`config.mk`:
```
export PLATFORM = sky130hd
export DESIGN_NAME = unidade_load_store
export DESIGN_NICKNAME = d
export VERILOG_FILES = /design/src/rtl/pkg_lsu.sv /design/src/rtl/lsu_alinhador_bytes.sv /design/src/rtl/unidade_load_store.sv
export SDC_FILE = /design/constraint.sdc
export NUM_CORES = 1
export LEC_CHECK = 0
export BUFFER_PORTS_ARGS = -buffer_cell sky130_fd_sc_hd__buf_2
export CAP_MARGIN = 25
export CORE_ASPECT_RATIO = 0.75
export CORE_MARGIN = 1
export CORE_UTILIZATION = 48
export DETAILED_ROUTE_END_ITERATION = 8
export GPL_ROUTABILITY_DRIVEN = 1
export PLACE_DENSITY_LB_ADDON = 0.25
export SETUP_SLACK_MARGIN = 0.02
export SYNTH_ARGS = -nofsm -noshare
export SYNTH_HDL_FRONTEND = slang
export SYNTH_HIERARCHICAL = 1
export SYNTH_SLANG_ARGS = --single-unit
```
`constraint.sdc`:
```
create_clock -name clk -period 2.5 [get_ports clk]
set_clock_uncertainty 0.1 [all_clocks]
set_input_delay 0.75 -clock clk [delete_from_list [all_inputs] [get_ports clk]]
set_output_delay 0.75 -clock clk [all_outputs]
set_load 0.03 [all_outputs]
```
`src/rtl/pkg_lsu.sv`:
```
// Shared definitions for the load/store unit.
//   - Access size encodings carried on req_size.
//   - FSM state encoding used by unidade_load_store.
//   - Default size of the attached data memory, in 32-bit words.
package pkg_lsu;

    localparam logic [1:0] SZ_BYTE    = 2'b00;
    localparam logic [1:0] SZ_HALF    = 2'b01;
    localparam logic [1:0] SZ_WORD    = 2'b10;
    localparam logic [1:0] SZ_ILLEGAL = 2'b11;

    localparam int MEM_WORDS_DEF = 500;

    typedef enum logic [1:0] {
        IDLE = 2'b00,
        RD   = 2'b01,
        WR   = 2'b10,
        RESP = 2'b11
    } lsu_state_t;

endpackage

```
`src/rtl/lsu_alinhador_bytes.sv`:
```
// Big-endian byte-lane aligner (purely combinational).
// Ports:
//   i_word     : 32-bit word read from memory
//   i_offset   : byte offset inside the word (addr[1:0])
//   i_size     : access size (byte / half / word)
//   i_unsigned : 1 = zero-extend loads, 0 = sign-extend
//   i_wdata    : right-aligned store data
//   o_load     : selected lane, extended to 32 bits
//   o_store    : i_word with the store data merged into the selected lane
module lsu_alinhador_bytes
    import pkg_lsu::*;
(
    input  logic [31:0] i_word,
    input  logic [1:0]  i_offset,
    input  logic [1:0]  i_size,
    input  logic        i_unsigned,
    input  logic [31:0] i_wdata,
    output logic [31:0] o_load,
    output logic [31:0] o_store
);

    // Offset 0 is the most significant lane: byte shift = (3-off)*8,
    // which for a 2-bit offset is simply ~off * 8. Halfwords use off[1].
    logic [4:0]  w_sh_b;
    logic [4:0]  w_sh_h;
    logic [31:0] w_word_b;
    logic [31:0] w_word_h;
    logic [7:0]  w_byte;
    logic [15:0] w_half;

    assign w_sh_b   = {~i_offset, 3'b000};
    assign w_sh_h   = {~i_offset[1], 4'b0000};
    assign w_word_b = i_word >> w_sh_b;
    assign w_word_h = i_word >> w_sh_h;
    assign w_byte   = w_word_b[7:0];
    assign w_half   = w_word_h[15:0];

    always_comb begin
        o_load  = i_word;
        o_store = i_wdata;
        case (i_size)
            SZ_BYTE: begin
                o_load  = {{24{~i_unsigned & w_byte[7]}}, w_byte};
                o_store = (i_word & ~(32'h0000_00FF << w_sh_b))
                        | ({24'h0, i_wdata[7:0]} << w_sh_b);
            end
            SZ_HALF: begin
                o_load  = {{16{~i_unsigned & w_half[15]}}, w_half};
                o_store = (i_word & ~(32'h0000_FFFF << w_sh_h))
                        | ({16'h0, i_wdata[15:0]} << w_sh_h);
            end
            default: begin
                o_load  = i_word;
                o_store = i_wdata;
            end
        endcase
    end

endmodule

```
`src/rtl/unidade_load_store.sv`:
```
// Load/store unit: converts byte-addressed MIPS loads/stores into accesses
// on a word-indexed data memory. Sub-word stores are read-modify-write.
// Ports:
//   clk, rst_n        : clock, synchronous active-low reset
//   req_valid/ready   : request handshake (ready only in IDLE)
//   req_we            : 1 = store, 0 = load
//   req_size          : 00 byte, 01 half, 10 word, 11 illegal
//   req_unsigned      : zero-extend loads when 1
//   req_addr          : byte address
//   req_wdata         : right-aligned store data
//   resp_valid        : one-cycle completion pulse
//   resp_rdata        : extended load data (0 for stores/faults)
//   resp_fault        : misaligned / illegal size / out of range
//   mem_we, mem_addr,
//   mem_wdata         : to the memory (mem_addr is a word index)
//   mem_rdata         : from the memory, valid the posedge after mem_addr
module unidade_load_store
    import pkg_lsu::*;
#(
    parameter int MEM_WORDS = MEM_WORDS_DEF,
    parameter int ADDR_W    = 32
) (
    input  logic              clk,
    input  logic              rst_n,
    input  logic              req_valid,
    output logic              req_ready,
    input  logic              req_we,
    input  logic [1:0]        req_size,
    input  logic              req_unsigned,
    input  logic [ADDR_W-1:0] req_addr,
    input  logic [31:0]       req_wdata,
    output logic              resp_valid,
    output logic [31:0]       resp_rdata,
    output logic              resp_fault,
    output logic              mem_we,
    output logic [ADDR_W-1:0] mem_addr,
    output logic [31:0]       mem_wdata,
    input  logic [31:0]       mem_rdata
);

    lsu_state_t        r_state;
    lsu_state_t        w_next;

    logic              r_we;
    logic [1:0]        r_size;
    logic              r_unsigned;
    logic [1:0]        r_off;
    logic [31:0]       r_wdata;
    logic              r_fault;
    logic [31:0]       r_resp_rdata;
    logic [ADDR_W-1:0] r_mem_addr;
    logic [31:0]       r_mem_wdata;

    logic              w_accept;
    logic [ADDR_W-1:0] w_word_idx;
    logic              w_fault;
    logic              w_word_store;
    logic [31:0]       w_load;
    logic [31:0]       w_store;

    assign w_accept     = req_valid && (r_state == IDLE);
    assign w_word_idx   = req_addr >> 2;
    assign w_word_store = req_we && (req_size == SZ_WORD);

    always_comb begin
        w_fault = 1'b0;
        if (req_size == SZ_ILLEGAL)                        w_fault = 1'b1;
        if ((req_size == SZ_HALF) && req_addr[0])          w_fault = 1'b1;
        if ((req_size == SZ_WORD) && (req_addr[1:0] != 2'b00)) w_fault = 1'b1;
        if (w_word_idx >= ADDR_W'(MEM_WORDS))              w_fault = 1'b1;
    end

    lsu_alinhador_bytes u_alinhador (
        .i_word     (mem_rdata),
        .i_offset   (r_off),
        .i_size     (r_size),
        .i_unsigned (r_unsigned),
        .i_wdata    (r_wdata),
        .o_load     (w_load),
        .o_store    (w_store)
    );

    always_ff @(posedge clk) begin
        if (!rst_n) r_state <= IDLE;
        else        r_state <= w_next;
    end

    always_comb begin
        w_next = r_state;
        case (r_state)
            IDLE: begin
                if (w_accept) begin
                    if (w_fault)           w_next = RESP;
                    else if (w_word_store) w_next = WR;
                    else                   w_next = RD;
                end
            end
            RD:      w_next = r_we ? WR : RESP;   // sub-word stores continue to write-back
            WR:      w_next = RESP;
            RESP:    w_next = IDLE;
            default: w_next = IDLE;
        endcase
    end

    // Request fields: only consumed in RD, so no reset needed.
    always_ff @(posedge clk) begin
        if (w_accept) begin
            r_we       <= req_we;
            r_size     <= req_size;
            r_unsigned <= req_unsigned;
            r_off      <= req_addr[1:0];
            r_wdata    <= req_wdata;
        end
    end

    always_ff @(posedge clk) begin
        if (!rst_n) begin
            r_fault      <= 1'b0;
            r_resp_rdata <= 32'h0;
            r_mem_addr   <= '0;
            r_mem_wdata  <= 32'h0;
        end else if (w_accept) begin
            r_fault      <= w_fault;
            r_resp_rdata <= 32'h0;
            r_mem_addr   <= w_word_idx;
            if (!w_fault && w_word_store) r_mem_wdata <= req_wdata;
        end else if (r_state == RD) begin
            if (r_we) r_mem_wdata  <= w_store;
            else      r_resp_rdata <= w_load;
        end
    end

    assign req_ready  = (r_state == IDLE);
    assign resp_valid = (r_state == RESP);
    assign resp_fault = (r_state == RESP) && r_fault;
    assign mem_we     = (r_state == WR);
    assign resp_rdata = r_resp_rdata;
    assign mem_addr   = r_mem_addr;
    assign mem_wdata  = r_mem_wdata;

endmodule
```
==> implementation parameters, run 1 <==
Parameter                              Value

Worst setup path
  R2r setup slk ... 270 ps
  Count of cell instances traversed by the critical path ... 6
  Family of cells with the greatest summed delay on the critical path ... simple AND/OR/NAND/NOR gates
  Critical Path Max Stage Delay ... 630 ps
  Crit-path cells ... buf_12 -> nor2_2 -> a22oi_1 -> o21ai_0 -> nand2_1 -> a21oi_1
  Worst Path Required ... 2740 ps
  Register-to-Register Path Depth ... 6
  Worst endpoint data arrival time ... 2460 ps
  Crit path capture type ... register
  Cell with the largest stage delay on the worst path ... sky130_fd_sc_hd__nor2_2
  Worst setup SP type ... register
  Max Fanout on Critical Path ... 42
  Count of buffer and inverter cells on the critical path ... 1
  Category of the critical setup timing path ... register to register

STA
  Final Critical Period ... 2230 ps
  Setup repair after global routing missed its margin ... false
  Max Fclk ... 449 MHz
  Setup violators final ... 0
  Final hold viol count ... 0
  Share of the cycle needed by the critical path after routing ... 0.891
  Max transition margin ... 0.352
  Number of slew-limit violations in the final report ... 0
  Worst path setup slack after routing ... 274 ps
  Worst hold slack ... 351 ps
  Worst slew pin tran ... 968 ps

CTS
  Clock Pin Slew Worst Setup and Hold Paths ... 60 ps
  TritonCTS clock tree ... built
  Clock buffer count from CTS ... 17
  CTS H-Tree Depth ... 4
  Post-CTS Hold Fix Bufs ... 0
  Clock network latency to the later pin of the worst-skew pair ... 420 ps
  Cell chosen for the clock root ... sky130_fd_sc_hd__clkbuf_16
  Maximum number of buffers from clock root to sink ... 2
  Total of cells resized after clock tree synthesis ... 0
  Buffer count from post-CTS setup fixing ... 0
  Total number of clock tree sinks ... 135

Synth
  Count of yosys warnings during synthesis ... 6
  Area fraction of the dominant cell type after synthesis ... 0.271
  Count of flip-flops with a built-in enable after synthesis ... 38
  Post-synthesis sequential element count ... 135
  Commonest cells post-synth ... sky130_fd_sc_hd__nand2_1, sky130_fd_sc_hd__dfxtp_1, sky130_fd_sc_hd__a21oi_1
  Biggest area contributors in the synthesized netlist ... sky130_fd_sc_hd__dfxtp_1, sky130_fd_sc_hd__edfxtp_1, sky130_fd_sc_hd__nand2_1
  Synth unique cells ... 56
  Synth Instances ... 777
  Post-synth top area cell ... sky130_fd_sc_hd__dfxtp_1
  Cell area after synthesis ... 0.00718 sq mm
  Leading cell type by number of instances after synthesis ... sky130_fd_sc_hd__nand2_1
  Most frequently used flop master after synthesis ... sky130_fd_sc_hd__dfxtp_1
  Sequential share of the synthesized area ... 0.429
  Ys async rst share ... 0
  Average size of a mapped cell ... 9.24 sq um

Drt
  DRC Markers ... 1
  Routed wire length ... 21.3 mm
  Vias per cell ... 5.78
  Number of vias in the routed layout ... 6721
  Number of DRC markers in iteration 0 ... 782
  DRT Pass-1 Iters ... 7
  Routed wirelength normalized by instance count ... 18.3 microns
  DRT antenna net count ... 0

Global routing
  Routing usage on met2 ... 0.382
  Busiest layer in global routing ... met1
  Initial antenna violation count ... 0
  Met1 routing resource usage after global routing ... 0.445
  Wire length of the first global-routing pass ... 33.1 mm
  Maximum number of pins on one net before global-route repair ... 88
  GR met3 Demand/Resource ... 0.0690
  Congestion Overflow GR ... 0
  Global routing usage summed across all routing layers ... 0.284
  Via count of the first global-routing pass ... 5840

Finish
  NumNets Final ... 1056
  Final std cells w/o fill ... 1162
  Cell area after layout ... 0.00893 sq mm
  Share of layout cells above drive strength 1 ... 0.345
  Signed area change from the synthesized netlist to the final layout ... 24.5%
  Ant diodes ... 0

Place
  Placed cell areas ... 0.00833 sq mm
  HPWL after detailed placement ... 15.3 mm
  Final weighted congestion in routability-driven placement ... 0.983
  # port buffers ... 200
  Cell Count Post-Placement ... 1130
  Worst-case setup slack after placement ... -117 ps

Floorplan
  Die width ... 143 microns
  Area of the die ... 0.0155 sq mm
  Count of pins on the block boundary ... 203
  Overall die height ... 108 microns
  Row count ... 38
  Standard cell core area ... 0.0145 sq mm
  Starting density of the core ... 0.493

Power
  Cell area power density ... 778 mW/mm^2
  VDD IR max ... 0.000488 V
  Total chip power ... 6.95 mW
  Static leakage ... 3.75 nW

Outcome
  Failing checks ... design-rule violations
  Outcome ... finished with violations

Hold path
  Depth of the worst hold-timing path ... 2
  Worst hold path type ... register to register

Flow run
  Number of maximum-capacitance constraint violations ... 0
## power by group
group | leakage, nW | switching, mW | total, mW | internal (mW)
combinational | 2.30 | 1.20 | 1.81 | 0.619
clock | 0.304 | 0.981 | 2.54 | 1.56
sequential | 1.15 | 0.129 | 2.60 | 2.47
## logic make-up after synthesis
group / after synthesis / synth area share
other: 1 / 0.000522
DFF: 135 / 0.429
adders and majority gates: 4 / 0.00697
AOI/OAI and AO/OA: 252 / 0.260
and+or+nand+nor: 251 / 0.166
muxes: 52 / 0.0769
buffers and inverters: 82 / 0.0607
## routing by layer
layer / part of all wire / vias to the layer above
li1: - / 3201
met1: 0.47 / 3148
met2: 0.41 / 353
met3: 0.11 / 19
met4: 0.0074 / 0
met5: 0 / -
## per-stage QoR
stage,util,setup TNS (ps)
6_report,0.614,0
5_1_grt,0.614,0
4_1_cts,0.614,0
3_5_place_dp,0.572,-2120
3_3_place_gp,0.572,-1090
2_1_floorplan,-,0
## worst min-delay path: cells and delay by family, from the launching register on
kind | cells | cell delay, ps
flip-flops | 1 | 310
AO/OA/AOI/OAI | 1 | 50
AND/OR/NAND/NOR | 1 | 50
## path summary, 6_finish.rpt
path                                      from             end
worst max-delay path                  r_off[1]   resp_rdata[3]
worst min-delay path            resp_rdata[27]  resp_rdata[27]
worst max register to register        r_off[1]   resp_rdata[3]
worst min register to register  resp_rdata[27]  resp_rdata[27]
## sequential cells by signal, summed over array words and instances (netlist names), 2 cells and up
register    count
mem_wdata      32
r_size          2
mem_addr       30
r_wdata        32
resp_rdata     32
r_state         2
r_off           2
## area by class of cell
cell class / count / area, sq um
fill: 1281 / 5610
sequential: 135 / 3080
clock inverter: 11 / 105
inverter: 5 / 18.8
clock buffer: 21 / 504
multi-input combinational: 561 / 3680
timing repair buffer: 229 / 1300
tap: 200 / 250
## cell usage in the layout (no fill, tap or decap), types with 2 or more instances in the layout
cell,instances
sky130_fd_sc_hd__nor2_1,6
sky130_fd_sc_hd__nand3_1,33
sky130_fd_sc_hd__a21boi_1,2
sky130_fd_sc_hd__nand2b_1,2
sky130_fd_sc_hd__o21ai_1,4
sky130_fd_sc_hd__buf_4,24
sky130_fd_sc_hd__a21oi_1,69
sky130_fd_sc_hd__inv_4,2
sky130_fd_sc_hd__clkbuf_16,20
sky130_fd_sc_hd__clkinv_2,2
sky130_fd_sc_hd__nor3_1,3
sky130_fd_sc_hd__ha_1,4
sky130_fd_sc_hd__o21ai_0,13
sky130_fd_sc_hd__conb_1,2
sky130_fd_sc_hd__o22ai_2,29
sky130_fd_sc_hd__dfxtp_1,97
sky130_fd_sc_hd__clkinv_4,3
sky130_fd_sc_hd__o22ai_1,5
sky130_fd_sc_hd__mux2_4,2
sky130_fd_sc_hd__nand2_1,146
sky130_fd_sc_hd__mux2i_1,33
sky130_fd_sc_hd__a22oi_1,31
sky130_fd_sc_hd__a21boi_0,28
sky130_fd_sc_hd__a31oi_1,34
sky130_fd_sc_hd__and3_1,33
sky130_fd_sc_hd__mux2_2,17
sky130_fd_sc_hd__nor2b_1,9
sky130_fd_sc_hd__inv_1,4
sky130_fd_sc_hd__edfxtp_1,38
sky130_fd_sc_hd__buf_12,6
sky130_fd_sc_hd__inv_6,3
sky130_fd_sc_hd__o221ai_1,17
sky130_fd_sc_hd__a21oi_2,9
sky130_fd_sc_hd__a21oi_4,2
sky130_fd_sc_hd__buf_2,199
sky130_fd_sc_hd__nor4_1,4
Note: power is estimated with default switching activity, not from simulation.
==> run 2: changes to the inputs <==
CORE_UTILIZATION = 47   (was 48)
SYNTH_HIERARCHICAL = not set   (was 1)
==> run 2 against run 1 <==
Effect of this change:
- the flow now finishes without violations
- wire length is 5.9% lower
- worst hold slack better by 8.1 ps
- worst setup slack worse by 48 ps
- critical path depth is 1 lower
- total power is 3.1% lower
- non-clock buffer count is 4 lower
- core utilization is 0.80 points higher
- final area is 7.8% lower
- largest cell class unchanged
- largest power group unchanged
==> implementation parameters, run 2 <==
Parameter                              Value

Finish
  Share of layout cells above drive strength 1 ... 0.314 (was 0.345)
  Area taken by multi-input logic gates ... 0.00312 sq mm (was 0.00368 sq mm)
  NumNets Final ... 969 (was 1056)
  Highest-count cells in the layout ignoring fill and taps ... sky130_fd_sc_hd__buf_2, sky130_fd_sc_hd__nand2_1, sky130_fd_sc_hd__dfxtp_1 (unchanged)
  Cell area after layout ... 0.00824 sq mm (was 0.00893 sq mm)
  Fillcell total ... 1099 (was 1281)
  Most common cell after layout, fill and taps aside ... sky130_fd_sc_hd__buf_2 (unchanged)
  Signed area change from the synthesized netlist to the final layout ... 26.6% (was 24.5%)
  Area taken by flip-flops and latches ... 0.00308 sq mm (unchanged)

Synth
  Post-synthesis sequential element count ... 135 (unchanged)
  Synth unique cells ... 50 (was 56)
  Ys async rst share ... 0 (unchanged)
  Count of yosys warnings during synthesis ... 0 (was 6)
  Synth Instances ... 679 (was 777)
  Leading cell type by number of instances after synthesis ... sky130_fd_sc_hd__nand2_1 (unchanged)
  Commonest cells post-synth ... sky130_fd_sc_hd__nand2_1, sky130_fd_sc_hd__dfxtp_1, sky130_fd_sc_hd__mux2i_1, sky130_fd_sc_hd__o21ai_0, sky130_fd_sc_hd__edfxtp_1 (was sky130_fd_sc_hd__nand2_1, sky130_fd_sc_hd__dfxtp_1, sky130_fd_sc_hd__a21oi_1)
  Post-synth top area cell ... sky130_fd_sc_hd__dfxtp_1 (unchanged)
  Most frequently used flop master after synthesis ... sky130_fd_sc_hd__dfxtp_1 (unchanged)
  Average size of a mapped cell ... 9.59 sq um (was 9.24 sq um)
  Count of flip-flops with a built-in enable after synthesis ... 38 (unchanged)
  Sequential share of the synthesized area ... 0.474 (was 0.429)
  Biggest area contributors in the synthesized netlist ... sky130_fd_sc_hd__dfxtp_1, sky130_fd_sc_hd__edfxtp_1, sky130_fd_sc_hd__mux2i_1 (was sky130_fd_sc_hd__dfxtp_1, sky130_fd_sc_hd__edfxtp_1, sky130_fd_sc_hd__nand2_1)
  Cell area after synthesis ... 0.00651 sq mm (was 0.00718 sq mm)
  Area fraction of the dominant cell type after synthesis ... 0.298 (was 0.271)

Global routing
  Wire length of the first global-routing pass ... 30.5 mm (was 33.1 mm)
  Initial antenna violation count ... 1 (was 0)
  Via count of the first global-routing pass ... 5828 (was 5840)
  Global routing usage summed across all routing layers ... 0.281 (was 0.284)
  Congestion Overflow GR ... 0 (unchanged)
  Maximum number of pins on one net before global-route repair ... 62 (was 88)

CTS
  Buffer count from post-CTS setup fixing ... 0 (unchanged)
  TritonCTS clock tree ... built (unchanged)
  Post-CTS Hold Fix Bufs ... 0 (unchanged)
  Total number of clock tree sinks ... 135 (unchanged)
  CTS H-Tree Depth ... 4 (unchanged)
  Clock Pin Slew Worst Setup and Hold Paths ... 50 ps (was 60 ps)
  Clock network latency to the later pin of the worst-skew pair ... 420 ps (about the same)
  Cell chosen for the clock root ... sky130_fd_sc_hd__clkbuf_16 (unchanged)
  Total of cells resized after clock tree synthesis ... 0 (unchanged)
  Clock buffer count from CTS ... 17 (unchanged)
  Maximum number of buffers from clock root to sink ... 2 (unchanged)

Drt
  DRT Pass-1 Iters ... 7 (unchanged)
  Vias per cell ... 5.85 (was 5.78)
  Number of DRC markers in iteration 0 ... 656 (was 782)
  Number of vias in the routed layout ... 6129 (was 6721)
  DRT antenna net count ... 0 (unchanged)
  DRC Markers ... 0 (was 1)
  Routed wirelength normalized by instance count ... 19.1 microns (was 18.3 microns)
  Routed wire length ... 20.0 mm (was 21.3 mm)

STA
  Setup violators final ... 0 (unchanged)
  Number of slew-limit violations in the final report ... 0 (unchanged)
  Worst slew pin tran ... 971 ps (was 968 ps)
  Setup TNS ... 0 ps (unchanged)
  Setup repair after global routing missed its margin ... false (unchanged)
  Max transition margin ... 0.351 (was 0.352)
  Final hold viol count ... 0 (unchanged)
  Share of the cycle needed by the critical path after routing ... 0.910 (was 0.891)
  Max Fclk ... 440 MHz (was 449 MHz)
  Worst path setup slack after routing ... 226 ps (was 274 ps)
  Final Critical Period ... 2270 ps (was 2230 ps)

Worst setup path
  Category of the critical setup timing path ... register to register (unchanged)
  Worst Path Required ... 2660 ps (was 2740 ps)
  Max Fanout on Critical Path ... 60 (was 42)
  Worst setup SP type ... register (unchanged)
  Reg2reg start ... r_size[1] (was r_off[1])
  Crit path capture type ... register (unchanged)
  Worst endpoint data arrival time ... 2440 ps (was 2460 ps)
  Worst reg2reg endpoint ... resp_rdata[11] (was resp_rdata[3])
  R2r setup slk ... 230 ps (was 270 ps)
  Register-to-Register Path Depth ... 5 (was 6)

Hold path
  Worst hold path type ... register to register (unchanged)
  Sink of the worst hold path ... mem_wdata[27] (was resp_rdata[27])
  Min-Delay Startpoint ... mem_wdata[27] (was resp_rdata[27])
  Depth of the worst hold-timing path ... 2 (unchanged)

Floorplan
  Standard cell core area ... 0.0132 sq mm (was 0.0145 sq mm)
  Row count ... 36 (was 38)
  Die width ... 138 microns (was 143 microns)
  Count of pins on the block boundary ... 203 (unchanged)
  Overall die height ... 104 microns (was 108 microns)
  Starting density of the core ... 0.492 (was 0.493)
  Area of the die ... 0.0143 sq mm (was 0.0155 sq mm)

Outcome
  Outcome ... completed (was finished with violations)

Power
  VDD IR max ... 0.000650 V (was 0.000488 V)
  Static leakage ... 3.76 nW (was 3.75 nW)
  Total chip power ... 6.73 mW (was 6.95 mW)
  Cell area power density ... 817 mW/mm^2 (was 778 mW/mm^2)

Flow run
  Number of maximum-capacitance constraint violations ... 0 (unchanged)

Place
  HPWL after detailed placement ... 14.6 mm (was 15.3 mm)
  Final weighted congestion in routability-driven placement ... 0.891 (was 0.983)
  Placed cell areas ... 0.00765 sq mm (was 0.00833 sq mm)
  Worst-case setup slack after placement ... -97.0 ps (was -117 ps)
  # port buffers ... 200 (unchanged)
-- run 2: changes by cell type in the layout (fill, tap and decap cells not counted), moves of 16 or more --
cell / before / now
sky130_fd_sc_hd__a21o_1: 1 / 17
sky130_fd_sc_hd__o21ai_0: 13 / 63
sky130_fd_sc_hd__nand2_1: 146 / 118
sky130_fd_sc_hd__a21oi_1: 69 / 37
sky130_fd_sc_hd__a31oi_1: 34 / 0
sky130_fd_sc_hd__nand3_1: 33 / 4
sky130_fd_sc_hd__a22oi_1: 31 / 15
sky130_fd_sc_hd__and3_1: 33 / 6
sky130_fd_sc_hd__mux2i_1: 33 / 63
sky130_fd_sc_hd__o22ai_2: 29 / 0
sky130_fd_sc_hd__o211ai_1: 1 / 20
-- run 2: worst max-delay path by stage --
stage,end,slack (ps),cells past startpoint,startpoint
2_1_floorplan,r_off[0],240,7,r_state[0]
3_3_place_gp,mem_wdata[4],50,7,req_addr[11]
3_5_place_dp,resp_rdata[21],-100,6,mem_rdata[7]
4_1_cts,resp_rdata[21],190,5,r_off[1]
5_1_grt,mem_wdata[23],110,5,r_size[1]
6_report,resp_rdata[11],230,5,r_size[1]
-- run 2: kinds of logic (layout without fill, tap and decap cells) --
kind of cell             count (synthesis)  in the layout  synth area share
adder cells (fa/ha/maj)                  4              4           0.00769
AO/OA/AOI/OAI                          228            228             0.239
AND/OR/NAND/NOR                        173            173             0.120
buffers and inverters                   67            262            0.0490
other                                    1              3          0.000576
multiplexers                            71             71             0.111
flip-flops                             135            135             0.474
-- run 2: layer usage --
| layer | GRT usage | share of wire | up-vias | routed length [microns] |
|---|---|---|---|---|
| li1 | - | - | 2859 | - |
| met1 | 0.372 | 0.42 | 2883 | 8460 |
| met2 | 0.413 | 0.44 | 348 | 8810 |
| met4 | 0.120 | 0.024 | 0 | 490 |
| met3 | 0.0970 | 0.11 | 39 | 2260 |
| met5 | 0 | 0 | - | 0 |
-- run 2: area by class of cell --
class | count | area share
Multi-Input combinational cell | 478 | 0.378
Tap cell | 171 | 0.0260
Inverter | 5 | 0.00228
Sequential cell | 135 | 0.374
Antenna cell | 1 | 0.000304
Clock buffer | 26 | 0.0659
Clock inverter | 6 | 0.00425
Timing Repair Buffer | 225 | 0.149
-- run 2: worst max-delay path: stages (launching register included) --
cell                       delay (ps)
sky130_fd_sc_hd__edfxtp_1         580
sky130_fd_sc_hd__buf_12           300
sky130_fd_sc_hd__or3_1            330
sky130_fd_sc_hd__o21ai_1          150
sky130_fd_sc_hd__a21oi_1          490
sky130_fd_sc_hd__a21oi_1          150
-- run 2: stage by stage --
step	hold slack, ps	utilization	instances
after floorplan	364	-	680
after global placement	343	0.578	1013
after detailed placement	352	0.578	1013
after CTS	362	0.621	1045
after global routing	371	0.622	1047
final	360	0.622	1047
-- run 2: power breakdown --
part	internal [mW]	switching, mW
clock	1.49	0.927
combinational	0.584	1.09
sequential	2.49	0.141
total	4.57	2.16
==> run 3: changes to the inputs <==
PLACE_DENSITY = 0.85   (was not set)
PLACE_DENSITY_LB_ADDON = not set   (was 0.25)
==> run 3 against run 2 <==
Effect of this change:
- global-route usage decreased by 0.062 points
- wire length down 0.80%
- clock power down 5%
- cell count increased by 0.48%
- die area did not move
- highest routed layer is now met5
- total power is 1.5% lower
- final area down 0.14%
- worst setup slack better by 39 ps
- sequential power hardly changed
- largest power group unchanged
- critical endpoint is now mem_wdata[19]
==> implementation parameters, run 3 (synthesized netlist as in run 2, its figures left out) <==
Parameter                              Value

Hold path
  Depth of the worst hold-timing path ... 2 (unchanged)
  Worst hold path type ... register to register (unchanged)

Worst setup path
  Crit path capture type ... register (unchanged)
  Critical Path Max Stage Delay ... 570 ps (was 580 ps)
  Max Fanout on Critical Path ... 14 (was 60)
  Worst Path Required ... 2750 ps (was 2660 ps)
  Cell with the largest stage delay on the worst path ... sky130_fd_sc_hd__edfxtp_1 (unchanged)
  Worst endpoint data arrival time ... 2490 ps (was 2440 ps)
  Register-to-Register Path Depth ... 7 (was 5)
  Worst setup SP type ... register (unchanged)
  Count of cell instances traversed by the critical path ... 7 (was 5)
  Count of buffer and inverter cells on the critical path ... 2 (was 1)
  Category of the critical setup timing path ... register to register (unchanged)
  Family of cells with the greatest summed delay on the critical path ... flip-flops (was compound AO/OA/AOI/OAI gates)
  Crit-path cells ... buf_4 -> nor2b_1 -> buf_4 -> a22oi_1 -> o211ai_1 -> o211ai_1 -> mux2i_1 (was buf_12 -> or3_1 -> o21ai_1 -> a21oi_1 -> a21oi_1)

CTS
  CTS H-Tree Depth ... 4 (unchanged)
  Maximum number of buffers from clock root to sink ... 2 (unchanged)
  Clock buffer count from CTS ... 17 (unchanged)
  Clock network latency to the later pin of the worst-skew pair ... 430 ps (was 420 ps)
  TritonCTS clock tree ... built (unchanged)
  Cell chosen for the clock root ... sky130_fd_sc_hd__clkbuf_16 (unchanged)
  Clock Pin Slew Worst Setup and Hold Paths ... 60 ps (was 50 ps)
  Total of cells resized after clock tree synthesis ... 0 (unchanged)
  Post-CTS Hold Fix Bufs ... 0 (unchanged)
  Buffer count from post-CTS setup fixing ... 0 (unchanged)
  Total number of clock tree sinks ... 135 (unchanged)

STA
  Number of slew-limit violations in the final report ... 0 (unchanged)
  Setup violators final ... 0 (unchanged)
  Final hold viol count ... 0 (unchanged)
  Worst path setup slack after routing ... 265 ps (was 226 ps)
  Worst slew pin tran ... 648 ps (was 971 ps)
  Max Fclk ... 447 MHz (was 440 MHz)
  Final Critical Period ... 2240 ps (was 2270 ps)
  Setup repair after global routing missed its margin ... false (unchanged)
  Max transition margin ... 0.567 (was 0.351)
  Share of the cycle needed by the critical path after routing ... 0.894 (was 0.910)

Drt
  Routed wirelength normalized by instance count ... 18.9 microns (was 19.1 microns)
  Vias per cell ... 5.87 (was 5.85)
  Routed wire length ... 19.9 mm (was 20.0 mm)
  DRC Markers ... 0 (unchanged)
  DRT Pass-1 Iters ... 6 (was 7)
  Number of vias in the routed layout ... 6177 (was 6129)
  Number of DRC markers in iteration 0 ... 823 (was 656)
  DRT antenna net count ... 0 (unchanged)

Finish
  Most common cell after layout, fill and taps aside ... sky130_fd_sc_hd__buf_2 (unchanged)
  Cell area after layout ... 0.00823 sq mm (was 0.00824 sq mm)
  Highest-count cells in the layout ignoring fill and taps ... sky130_fd_sc_hd__buf_2, sky130_fd_sc_hd__nand2_1, sky130_fd_sc_hd__dfxtp_1 (unchanged)
  NumNets Final ... 972 (was 969)
  Fillcell total ... 1154 (was 1099)
  Core occupancy in the finished layout ... 0.621 (was 0.622)
  Signed area change from the synthesized netlist to the final layout ... 26.4% (was 26.6%)
  Share of layout cells above drive strength 1 ... 0.320 (was 0.314)

Floorplan
  Row count ... 36 (unchanged)
  Overall die height ... 104 microns (unchanged)
  Standard cell core area ... 0.0132 sq mm (unchanged)
  Starting density of the core ... 0.492 (unchanged)
  Area of the die ... 0.0143 sq mm (unchanged)
  Count of pins on the block boundary ... 203 (unchanged)
  Die width ... 138 microns (unchanged)

Power
  Share of total power in combinational logic ... 0.257 (was 0.249)
  VDD IR max ... 0.000495 V (was 0.000650 V)
  Static leakage ... 3.76 nW (about the same)
  Switch share ... 0.338 (was 0.321)
  Clock share of power ... 0.346 (was 0.359)
  Switching power summed over all nets ... 2.24 mW (was 2.16 mW)
  Cell area power density ... 806 mW/mm^2 (was 817 mW/mm^2)
  Total chip power ... 6.64 mW (was 6.73 mW)
  Pint ... 4.39 mW (was 4.57 mW)
  Fraction of power consumed by sequential logic ... 0.397 (was 0.391)

Global routing
  Maximum number of pins on one net before global-route repair ... 78 (was 62)
  Via count of the first global-routing pass ... 5667 (was 5828)
  Congestion Overflow GR ... 0 (unchanged)
  Wire length of the first global-routing pass ... 30.4 mm (was 30.5 mm)
  Initial antenna violation count ... 4 (was 1)
  Global routing usage summed across all routing layers ... 0.280 (was 0.281)

Place
  Worst-case setup slack after placement ... 43.2 ps (was -97.0 ps)
  HPWL after detailed placement ... 14.4 mm (was 14.6 mm)
  Placed cell areas ... 0.00768 sq mm (was 0.00765 sq mm)
  Final weighted congestion in routability-driven placement ... 0.881 (was 0.891)
  # port buffers ... 200 (unchanged)

Flow run
  Number of maximum-capacitance constraint violations ... 0 (unchanged)

Outcome
  Outcome ... completed (unchanged)
run 3: cell count changes in the layout (fill, tap and decap cells not counted), sizes merged:
| cell | before | now |
|---|---|---|
| clkbuf | 26 | 19 |
| inv | 5 | 10 |
| buf | 225 | 228 |
| clkinv | 4 | 6 |
| diode | 1 | 3 |
run 3: path summary, 6_finish.rpt:
check             slack, ps            end          from
setup reg to reg        260  mem_wdata[19]     r_size[0]
setup / recovery        260  mem_wdata[19]     r_size[0]
hold reg to reg         360   mem_addr[12]  mem_addr[12]
hold / removal          360   mem_addr[12]  mem_addr[12]
run 3: layer usage:
metal	wire, microns	vias up	global-route usage
met5	10	-	0
met4	456	2	0.108
met3	2670	39	0.0707
met2	8220	391	0.381
met1	8510	2880	0.418
li1	-	2865	-
run 3: layout make-up:
class	count	area, sq um	share of cell area
Clock buffer	19	443	0.0538
Multi-Input combinational cell	478	3120	0.379
Timing Repair Buffer	228	1250	0.152
Inverter	5	18.8	0.00228
Sequential cell	135	3080	0.375
Clock inverter	13	96.3	0.0117
Antenna cell	3	7.51	0.000912
Tap cell	171	214	0.0260
run 3: power by group through the flow:
stage	Sequential [mW]	Clock, mW	Combinational [mW]
after floorplan	2.89	0	0.907
after global placement	2.67	0	1.65
after detailed placement	2.67	0	1.67
after CTS	2.63	2.33	1.68
after global routing	2.66	2.42	1.83
final	2.64	2.30	1.70
run 3: through the flow:
step           cells  hold slack (ps)  TNS (ps)
2_1_floorplan    680              364         0
3_5_place_dp    1017              349         0
3_3_place_gp    1016              343      -969
6_report        1052              356         0
4_1_cts         1049              362         0
5_1_grt         1052              380         0
run 3: worst min-delay path: cells and delay by family (launching register included):
kind / cells / cell delay, ps
flops: 1 / 300
compound gates: 1 / 60
simple gates: 1 / 40
